**src/rtl/vend_pkg.sv**
```systemverilog
`default_nettype none
// ============================================================================
// Package     : vend_pkg
// Description : Shared types and helpers for the parametrised vending FSM.
//               coin_t  - 2-bit coin code from the coin acceptor
//               state_t - controller state encoding
//               coin_value() - maps a coin code to its credit value
// Revision    : 1.0 - initial release
// ============================================================================
package vend_pkg;

  typedef enum logic [1:0] {
    COIN_NONE = 2'b00,
    COIN_1    = 2'b01,
    COIN_2    = 2'b10,
    COIN_3    = 2'b11
  } coin_t;

  typedef enum logic [1:0] {
    IDLE   = 2'b00,
    VEND   = 2'b01,
    REFUND = 2'b10
  } state_t;

  // Coin values are passed in so each instance can carry its own tariff.
  function automatic int coin_value(input coin_t c, input int v1, input int v2, input int v3);
    int val;
    case (c)
      COIN_1:  val = v1;
      COIN_2:  val = v2;
      COIN_3:  val = v3;
      default: val = 0;
    endcase
    return val;
  endfunction

endpackage
`default_nettype wire

```
**src/rtl/vend_stock_counter.sv**
```systemverilog
`default_nettype none
// ============================================================================
// Module      : vend_stock_counter
// Description : Remaining-product counter for the vending controller.
//               Loads STOCK_INIT on reset or restock, decrements once per
//               vend, and flags sold_out when empty.
// Ports       : clock    - system clock, rising edge
//               rst_n    - asynchronous active-low reset
//               restock  - reload to STOCK_INIT (minus a same-edge vend)
//               dec      - one product dispensed at this edge
//               stock    - remaining products
//               sold_out - stock == 0
// Revision    : 1.0 - initial release
// ============================================================================
module vend_stock_counter #(
  parameter int STOCK_W    = 4,
  parameter int STOCK_INIT = 8
) (
  input  logic               clock,
  input  logic               rst_n,
  input  logic               restock,
  input  logic               dec,
  output logic [STOCK_W-1:0] stock,
  output logic               sold_out
);

  localparam logic [STOCK_W-1:0] INIT_VAL = STOCK_W'(STOCK_INIT);
  localparam logic [STOCK_W-1:0] ONE      = STOCK_W'(1);

  always_ff @(posedge clock or negedge rst_n) begin
    if (!rst_n) begin
      stock <= INIT_VAL;
    end else if (restock) begin
      // A vend on the restock edge consumes one of the freshly loaded items.
      if (dec && (INIT_VAL != '0)) stock <= INIT_VAL - ONE;
      else                         stock <= INIT_VAL;
    end else if (dec && (stock != '0)) begin
      stock <= stock - ONE;
    end
  end

  assign sold_out = (stock == '0);

endmodule
`default_nettype wire

```
**src/rtl/param_vending_fsm.sv**
```systemverilog
`default_nettype none
// ============================================================================
// Module      : param_vending_fsm
// Description : Coin-operated vending controller with configurable price,
//               coin values and stock. Accumulates credit, dispenses one
//               drop pulse per vend (back-to-back while credit covers PRICE),
//               returns leftover credit as one change pulse per unit, and
//               rejects coins while sold out or refunding.
// Ports       : clock    - system clock, rising edge
//               reset    - asynchronous active-low reset
//               coin     - coin code (00 none, 01/10/11 coin this cycle)
//               refund   - request return of current credit
//               restock  - reload stock to STOCK_INIT
//               credit   - current credit (registered)
//               drop     - one-cycle pulse per product dispensed
//               change   - one-cycle pulse per credit unit returned
//               reject   - one-cycle pulse, previous-cycle coin returned
//               sold_out - stock == 0
//               stock    - remaining products
// Revision    : 1.0 - initial release
// ============================================================================
module param_vending_fsm
  import vend_pkg::*;
#(
  parameter int CREDIT_W   = 4,
  parameter int PRICE      = 4,
  parameter int COIN1_VAL  = 1,
  parameter int COIN2_VAL  = 3,
  parameter int COIN3_VAL  = 5,
  parameter int STOCK_W    = 4,
  parameter int STOCK_INIT = 8
) (
  input  logic                clock,
  input  logic                reset,
  input  logic [1:0]          coin,
  input  logic                refund,
  input  logic                restock,
  output logic [CREDIT_W-1:0] credit,
  output logic                drop,
  output logic                change,
  output logic                reject,
  output logic                sold_out,
  output logic [STOCK_W-1:0]  stock
);

  localparam logic [CREDIT_W:0]   PRICE_EXT = (CREDIT_W+1)'(PRICE);
  localparam logic [CREDIT_W-1:0] ONE       = CREDIT_W'(1);

  state_t            state;
  logic [CREDIT_W:0] sum;
  logic              coin_in;
  logic              vend_ok;
  logic              refund_go;
  logic              take;

  // Sum is one bit wider than credit so the PRICE comparison cannot alias.
  always_comb begin
    sum       = {1'b0, credit} +
                (CREDIT_W+1)'(coin_value(coin_t'(coin), COIN1_VAL, COIN2_VAL, COIN3_VAL));
    coin_in   = (coin != 2'b00);
    vend_ok   = (sum >= PRICE_EXT) && !sold_out;
    refund_go = (state == IDLE) && refund && (credit != '0);
    take      = vend_ok && (((state == IDLE) && !refund_go) || (state == VEND));
  end

  always_ff @(posedge clock or negedge reset) begin
    if (!reset) begin
      state  <= IDLE;
      credit <= '0;
      drop   <= 1'b0;
      change <= 1'b0;
      reject <= 1'b0;
    end else begin
      drop   <= 1'b0;
      change <= 1'b0;
      reject <= 1'b0;
      case (state)
        IDLE: begin
          if (refund_go) begin
            // Refund takes priority; a coin in the same cycle is bounced.
            state  <= REFUND;
            change <= 1'b1;
            reject <= coin_in;
          end else if (sold_out) begin
            reject <= coin_in;
          end else if (take) begin
            credit <= CREDIT_W'(sum - PRICE_EXT);
            state  <= VEND;
            drop   <= 1'b1;
          end else begin
            credit <= CREDIT_W'(sum);
          end
        end
        VEND: begin
          // Refund requests are not honoured while dispensing.
          if (sold_out) begin
            reject <= coin_in;
            state  <= IDLE;
          end else if (take) begin
            credit <= CREDIT_W'(sum - PRICE_EXT);
            drop   <= 1'b1;
          end else begin
            credit <= CREDIT_W'(sum);
            state  <= IDLE;
          end
        end
        REFUND: begin
          reject <= coin_in;
          if (credit <= ONE) begin
            credit <= '0;
            state  <= IDLE;
          end else begin
            credit <= credit - ONE;
            change <= 1'b1;
          end
        end
        default: begin
          state <= IDLE;
        end
      endcase
    end
  end

  vend_stock_counter #(
    .STOCK_W    (STOCK_W),
    .STOCK_INIT (STOCK_INIT)
  ) u_stock (
    .clock    (clock),
    .rst_n    (reset),
    .restock  (restock),
    .dec      (take),
    .stock    (stock),
    .sold_out (sold_out)
  );

`ifndef SYNTHESIS
  // Credit accepted from a coin must fit the credit register.
  always_ff @(posedge clock) begin
    if (reset && (state != REFUND) && !refund_go && !sold_out) begin
      assert (sum[CREDIT_W] == 1'b0);
    end
  end
`endif

endmodule
`default_nettype wire

```
**config.mk**
```make
export PLATFORM = sky130hd
export DESIGN_NAME = param_vending_fsm
export DESIGN_NICKNAME = d
export VERILOG_FILES = /design/src/rtl/vend_pkg.sv /design/src/rtl/vend_stock_counter.sv /design/src/rtl/param_vending_fsm.sv
export SDC_FILE = /design/constraint.sdc
export NUM_CORES = 1
export LEC_CHECK = 0
export ABC_CLOCK_PERIOD_IN_PS = 3200
export CORE_MARGIN = 2
export CORE_UTILIZATION = 50
export CTS_CLUSTER_SIZE = 14
export DETAILED_ROUTE_END_ITERATION = 8
export PLACE_DENSITY = 0.77
export SETUP_SLACK_MARGIN = 0.1
export SLEW_MARGIN = 30
export SYNTH_ARGS = -nofsm -noshare
export SYNTH_HDL_FRONTEND = slang
export SYNTH_HIERARCHICAL = 1
export SYNTH_SLANG_ARGS = --single-unit
```
**constraint.sdc**
```tcl
create_clock -name clock -period 3.2 [get_ports clock]
set_input_delay 0.32 -clock clock [delete_from_list [all_inputs] [get_ports clock]]
set_output_delay 0.32 -clock clock [all_outputs]
set_load 0.02 [all_outputs]
```
# After elaboration in Yosys (flattened, before gate mapping)
# Cells that the tools add are included.
[op_classes] reduce_logical=18 n_addsub=4 n_eq_ne=10 mux=26 order_cmp=2
[op_table] op="$mux 4" n=7
[op_table] op="$mux 2" n=6
[op_table] op="$pmux 4 s3" n=1
[op_table] op="$pmux 3 s3" n=1
[op_table] op="$reduce_bool 4->1" n=2
[op_table] op="$sub 4x1->4 const B" n=2
[op_table] op="$mux 1" n=7
[op_table] op="$eq 2x2->1 const B" n=3
[op_table] op="$logic_and 1x1->1" n=6
[op_table] op="$ne 3x3->1 const B" n=2
[op_table] op="$pmux 2 s3" n=1
[op_table] op="$add 4x3->5" n=1
[op_table] op="$ge 5x3->1 const B" n=1
[op_table] op="$eq 2x1->1 const B" n=2
[op_table] op="$le 4x1->1 const B" n=1
[op_table] op="$logic_not 4->1" n=1
[op_table] op="$ne 2x2->1 const B" n=2
[op_table] op="$pmux 1 s2" n=2
[op_table] op="$reduce_and 4->1" n=1
[op_table] op="$reduce_bool 2->1" n=2
[op_table] op="$sub 4x3->4 const B" n=1
[op_table] op="$ne 3x2->1 const B" n=1
[op_table] op="$pmux 1 s3" n=1
[op_table] op="$reduce_bool 3->1" n=1
[op_table] op="4 further kinds" n=5
[word_totals] out_inout_bits=12 reg_bits=13

# Longest topological paths before layout
[depth] ltp_word=11 mapped_depth=13

# Modules after synthesis
# The synthesis kept the hierarchy.
[modules_own_cells] module="param_vending_fsm" cells_per_inst=67 area_per_inst_um2=680.7 seq_area_each_um2=225.2 instances=1
[modules_own_cells] module="vend_stock_counter" cells_per_inst=26 area_per_inst_um2=259.0 seq_area_each_um2=101.3 instances=1

# Least setup slack after synthesis
# Ideal clock, no wire load.
[synth_timing] kind="reg-to-reg" from="register credit[0]" to="register u_stock.stock[2]" setup_ns=0.082 setup_slack_ns=0.581 stages_incl_launch_ff=12 path_buffers=0 arrival_time_ns=2.536 cell_sequence="dfrtp_1 ha_1 inv_1 fa_1 nor2b_1 nor2_1 ha_1 nand2_1 nor2_1 o41a_2 mux2_1 o22ai_1"
[synth_via] elab_chain_len=8
[synth_rtl] item="from (decl)" line_no="param_vending_fsm.sv:38" rtl="output logic [CREDIT_W-1:0] credit,"
[synth_rtl] item="from (signal assigned)" line_no="param_vending_fsm.sv:87" rtl="credit <= CREDIT_W'(sum - PRICE_EXT);"
[synth_rtl] item="from (signal assigned)" line_no="param_vending_fsm.sv:91" rtl="credit <= CREDIT_W'(sum);"
[synth_rtl] item="from (signal assigned)" line_no="param_vending_fsm.sv:100" rtl="credit <= CREDIT_W'(sum - PRICE_EXT);"
[synth_rtl] item="branches (longest 5 deep; another with $add 4x3->5)"
[synth_rtl] item="$logic_and 1x1->1 (*)" line_no="param_vending_fsm.sv:63" rtl="take = vend_ok && (((state == IDLE) && !refund_go) || (state == VEND));"
[synth_rtl] item="via take" line_no="param_vending_fsm.sv:54" rtl="logic take;"
[synth_rtl] item="$mux 4 or $logic_and 1x1->1 (tied branches)" line_no="vend_stock_counter.sv:35, vend_stock_counter.sv:37"
[synth_rtl] item="$mux 4 or $reduce_bool 2->1 (tied branches)"
[synth_rtl] item="to (signal assigned)" line_no="vend_stock_counter.sv:35" rtl="if (dec && (INIT_VAL != '0)) stock <= INIT_VAL - ONE;"
[synth_rtl] item="to (signal assigned)" line_no="vend_stock_counter.sv:38" rtl="stock <= stock - ONE;"
[synth_rtl] item="to (decl)" line_no="vend_stock_counter.sv:23" rtl="output logic [STOCK_W-1:0] stock,"
# Mark *: on every way through the listed nets, which the timed path passes.
# A chain may end at the register's enable or synchronous reset.

# Final worst setup path
[layout_timing] from="input port coin[1]" to="register u_stock.stock[2]"
[layout_via] elab_chain_len=8
[layout_rtl] item="from (decl)" line_no="param_vending_fsm.sv:35" rtl="input logic [1:0] coin,"
[layout_rtl] item="$eq 2x2->1 or $eq 2x1->1 (tied branches)" line_no="vend_pkg.sv:28" rtl="case (c)"
[layout_rtl] item="$pmux 3 s3 (*)" line_no="vend_pkg.sv:28"
[layout_rtl] item="$add 4x3->5 (*)" line_no="param_vending_fsm.sv:58" rtl="sum = {1'b0, credit} +"
[layout_rtl] item="$ge 5x3->1 (*)" line_no="param_vending_fsm.sv:61" rtl="vend_ok = (sum >= PRICE_EXT) && !sold_out;"
[layout_rtl] item="$logic_and 1x1->1 (*)" line_no="param_vending_fsm.sv:61"
[layout_rtl] item="$logic_and 1x1->1 (*)" line_no="param_vending_fsm.sv:63"
[layout_rtl] item="via take" line_no="param_vending_fsm.sv:54"
[layout_rtl] item="$mux 4 or $logic_and 1x1->1 (tied branches)" line_no="vend_stock_counter.sv:35, vend_stock_counter.sv:37"
[layout_rtl] item="$mux 4 or $reduce_bool 2->1 (tied branches)"
# Mark *: on every way through the listed nets, which the timed path passes. The rest lies on a longest branch.

==> results_dict.tcl <==
set metrics [dict create \
    tns_ns 0 \
    cts-root-buf "clkbuf_4" \
    hpwlAfterDp_um 1470 \
    r2r_start "credit[0]" \
    ys.warnings.count 6 \
    wl_per_cell_um 14.3 \
    end_kind "register" \
    relSlewSlack_pct 56.9 \
    gr-total-overflow 0 \
    ios 18 \
    crit_chain "clkdlybuf4s50_1, or2_2, ha_1, inv_1, fa_1, nor2b_1, nor2_1, ha_1, nand2_1, nor2_1, o41a_2, mux2_1, o22ai_1" \
    critical_path.startpoint_type "input port" \
    path_clk_slew_ns 0.09 \
    drc 0 \
    syn_inst 93 \
    postPlaceCellArea_um2 1130 \
    finalCritPeriodShare_pct 90.3 \
    setup_slack_ns 0.311 \
    crit_buf_inv 2 \
    antenna_found_initial 0 \
    critPathKind "input port to register" \
    design_area_um2 1160 \
    worst-slew-pin-transition_ns 0.642 \
    layout_common_cells "clkdlybuf4s50_1, inv_1, dfrtp_1" \
    skew_ns 0.00117 \
    final_nets 128 \
    min_period_ns 2.89 \
    grt_max_degree 14 \
    io_buffers 17 \
    diodes 0 \
    cts_buffer_depth 2 \
    grt_pass1_vias 732 \
    ys_types 36 \
    drt_wl_total_um 1960 \
    cts_resized 0 \
    gr-usage-all-layers_pct 20.3 \
    status "complete, no violations" \
    drv_cap 0 \
    fmax_mhz 346 \
    grt_pass1_wl_um 3170 \
    fillers 157 \
    fp.dieW_um 47.4 \
    placementRows 15 \
    num_vias 740 \
    yosysSeqAreaShare_pct 34.8 \
    insertion_delay_ns 0.28 \
    peakVddDrop_mv 0.706 \
    die_area_um2 2240 \
    firstDrtPassIters 4 \
    place_congestion 0.813 \
    netlist_area_um2 940 \
    pre_cts_slack_ns -0.00325 \
    core_um2 1750 \
    holdCritPathClass "input port to asynchronous set/reset pin" \
    rsz0062_at_grt "false" \
    synthFlopType "dfrtp_1" \
    power_w 0.00129 \
    worst_ep_arrival_time_ns 3.09 \
    worstPathRequired_ns 3.40 \
    async_flop_share_pct 100 \
    cts_buffers 3 \
    ctsHoldBuffers 0 \
    antenna_left 0 \
    cp-startpoint "coin[1]" \
    setup_violations 0 \
    clock_sinks 13 \
    power_leakage_nw 0.498 \
    finalHoldViolations 0 \
    area_growth_syn_to_layout_pct 23.0 \
    htree_levels 1 \
    timing.hold.ws_ns 0.398 \
    crit_path_max_fanout 7 \
    syn_avg_cell_area_um2 10.1 \
    drive_above_1_share_pct 14.3 \
    crit_family "adder cells" \
    cts_tree "done" \
    first_iter_violations 14 \
    chipHeight_um 47.4 \
    synth_seq_cells 13 \
    final_common_cell "clkdlybuf4s50_1" \
    cts_setup_buffers 0 \
    critPathMaxStageDelay_ns 0.52 \
    slowest_stage "o41a_2" \
    power_density_nw_per_um2 1110 \
    vias_per_cell 5.40 \
    synth_fp_nets 108 \
    drv_slew 0 \
    initial_core_util_pct 53.8 \
    synth-edff-count 0 \
]
## per-layer routing
metal,global-route usage [%],up-vias,part of all wire (%)
li1,-,375,-
met1,29.1,348,51
met2,30.8,12,46
met3,3.46,5,2.1
met4,6.67,0,1.5
met5,0,-,0
## power breakdown
part / switching [W] / internal, W / leakage [nW]
logic: 0.000425 / 0.000402 / 0.320
registers: 0.000105 / 0.000249 / 0.161
clock network: 0.0000598 / 0.0000464 / 0.0177
total: 0.000590 / 0.000698 / 0.498
## kinds of logic (layout without fill, tap and decap cells)
kind of cell	count (synthesis)	in the layout	synth area share, %
xor gates and xnor gates	1	1	0.932
adders and majority gates	9	9	12.8
DFF	13	13	34.8
muxes	5	5	6.12
buffers and inverters	14	33	6.39
AOI/OAI and AO/OA	25	25	22.0
and+or+nand+nor	26	26	17.0
## final timing paths
path                                          to  slack (ns)  depth (start not counted)
worst max-delay path            u_stock/stock[2]        0.31                         13
worst min-delay path                      change        0.40                          1
worst max register to register  u_stock/stock[2]        0.42                         11
worst min register to register            change        0.55                          1
max in group asynchronous       u_stock/stock[3]        2.43                          1
min in group clock                        change        0.55                          1
## registers in the layout (all words and copies together) (netlist names)
| signal | cells |
|---|---|
| change | 1 |
| credit | 4 |
| drop | 1 |
| reject | 1 |
| state | 2 |
| u_stock/stock | 4 |
## layout make-up
class	instances	area (um^2)	area share (%)
Tap cell	25	31.3	2.71
Multi-Input combinational cell	66	556	48.1
Timing Repair Buffer	17	170	14.7
Clock buffer	3	22.5	1.95
Clock inverter	1	5.00	0.433
Sequential cell	13	327	28.2
Inverter	12	45.0	3.90
## Yosys cell counts, types with 2 or more instances
cell | number | area, um^2
inv_1 | 12 | 45.0
ha_1 | 8 | 100
mux2i_1 | 2 | 20.0
nor2b_1 | 5 | 31.3
o31ai_1 | 3 | 22.5
a21oi_1 | 4 | 20.0
and2_1 | 2 | 12.5
nor2_1 | 5 | 18.8
o2bb2ai_1 | 2 | 17.5
o22ai_1 | 5 | 31.3
dfrtp_1 | 12 | 300
o311ai_1 | 2 | 17.5
o41a_2 | 3 | 37.5
nand2_1 | 6 | 22.5
## per-stage QoR
stage,util [%],cells
final,66.2,137
after global routing,66.2,137
after CTS,66.1,137
after detailed placement,64.5,133
after global placement,64.5,133
after floorplan,-,93
Power figures use the tool's default switching activity.
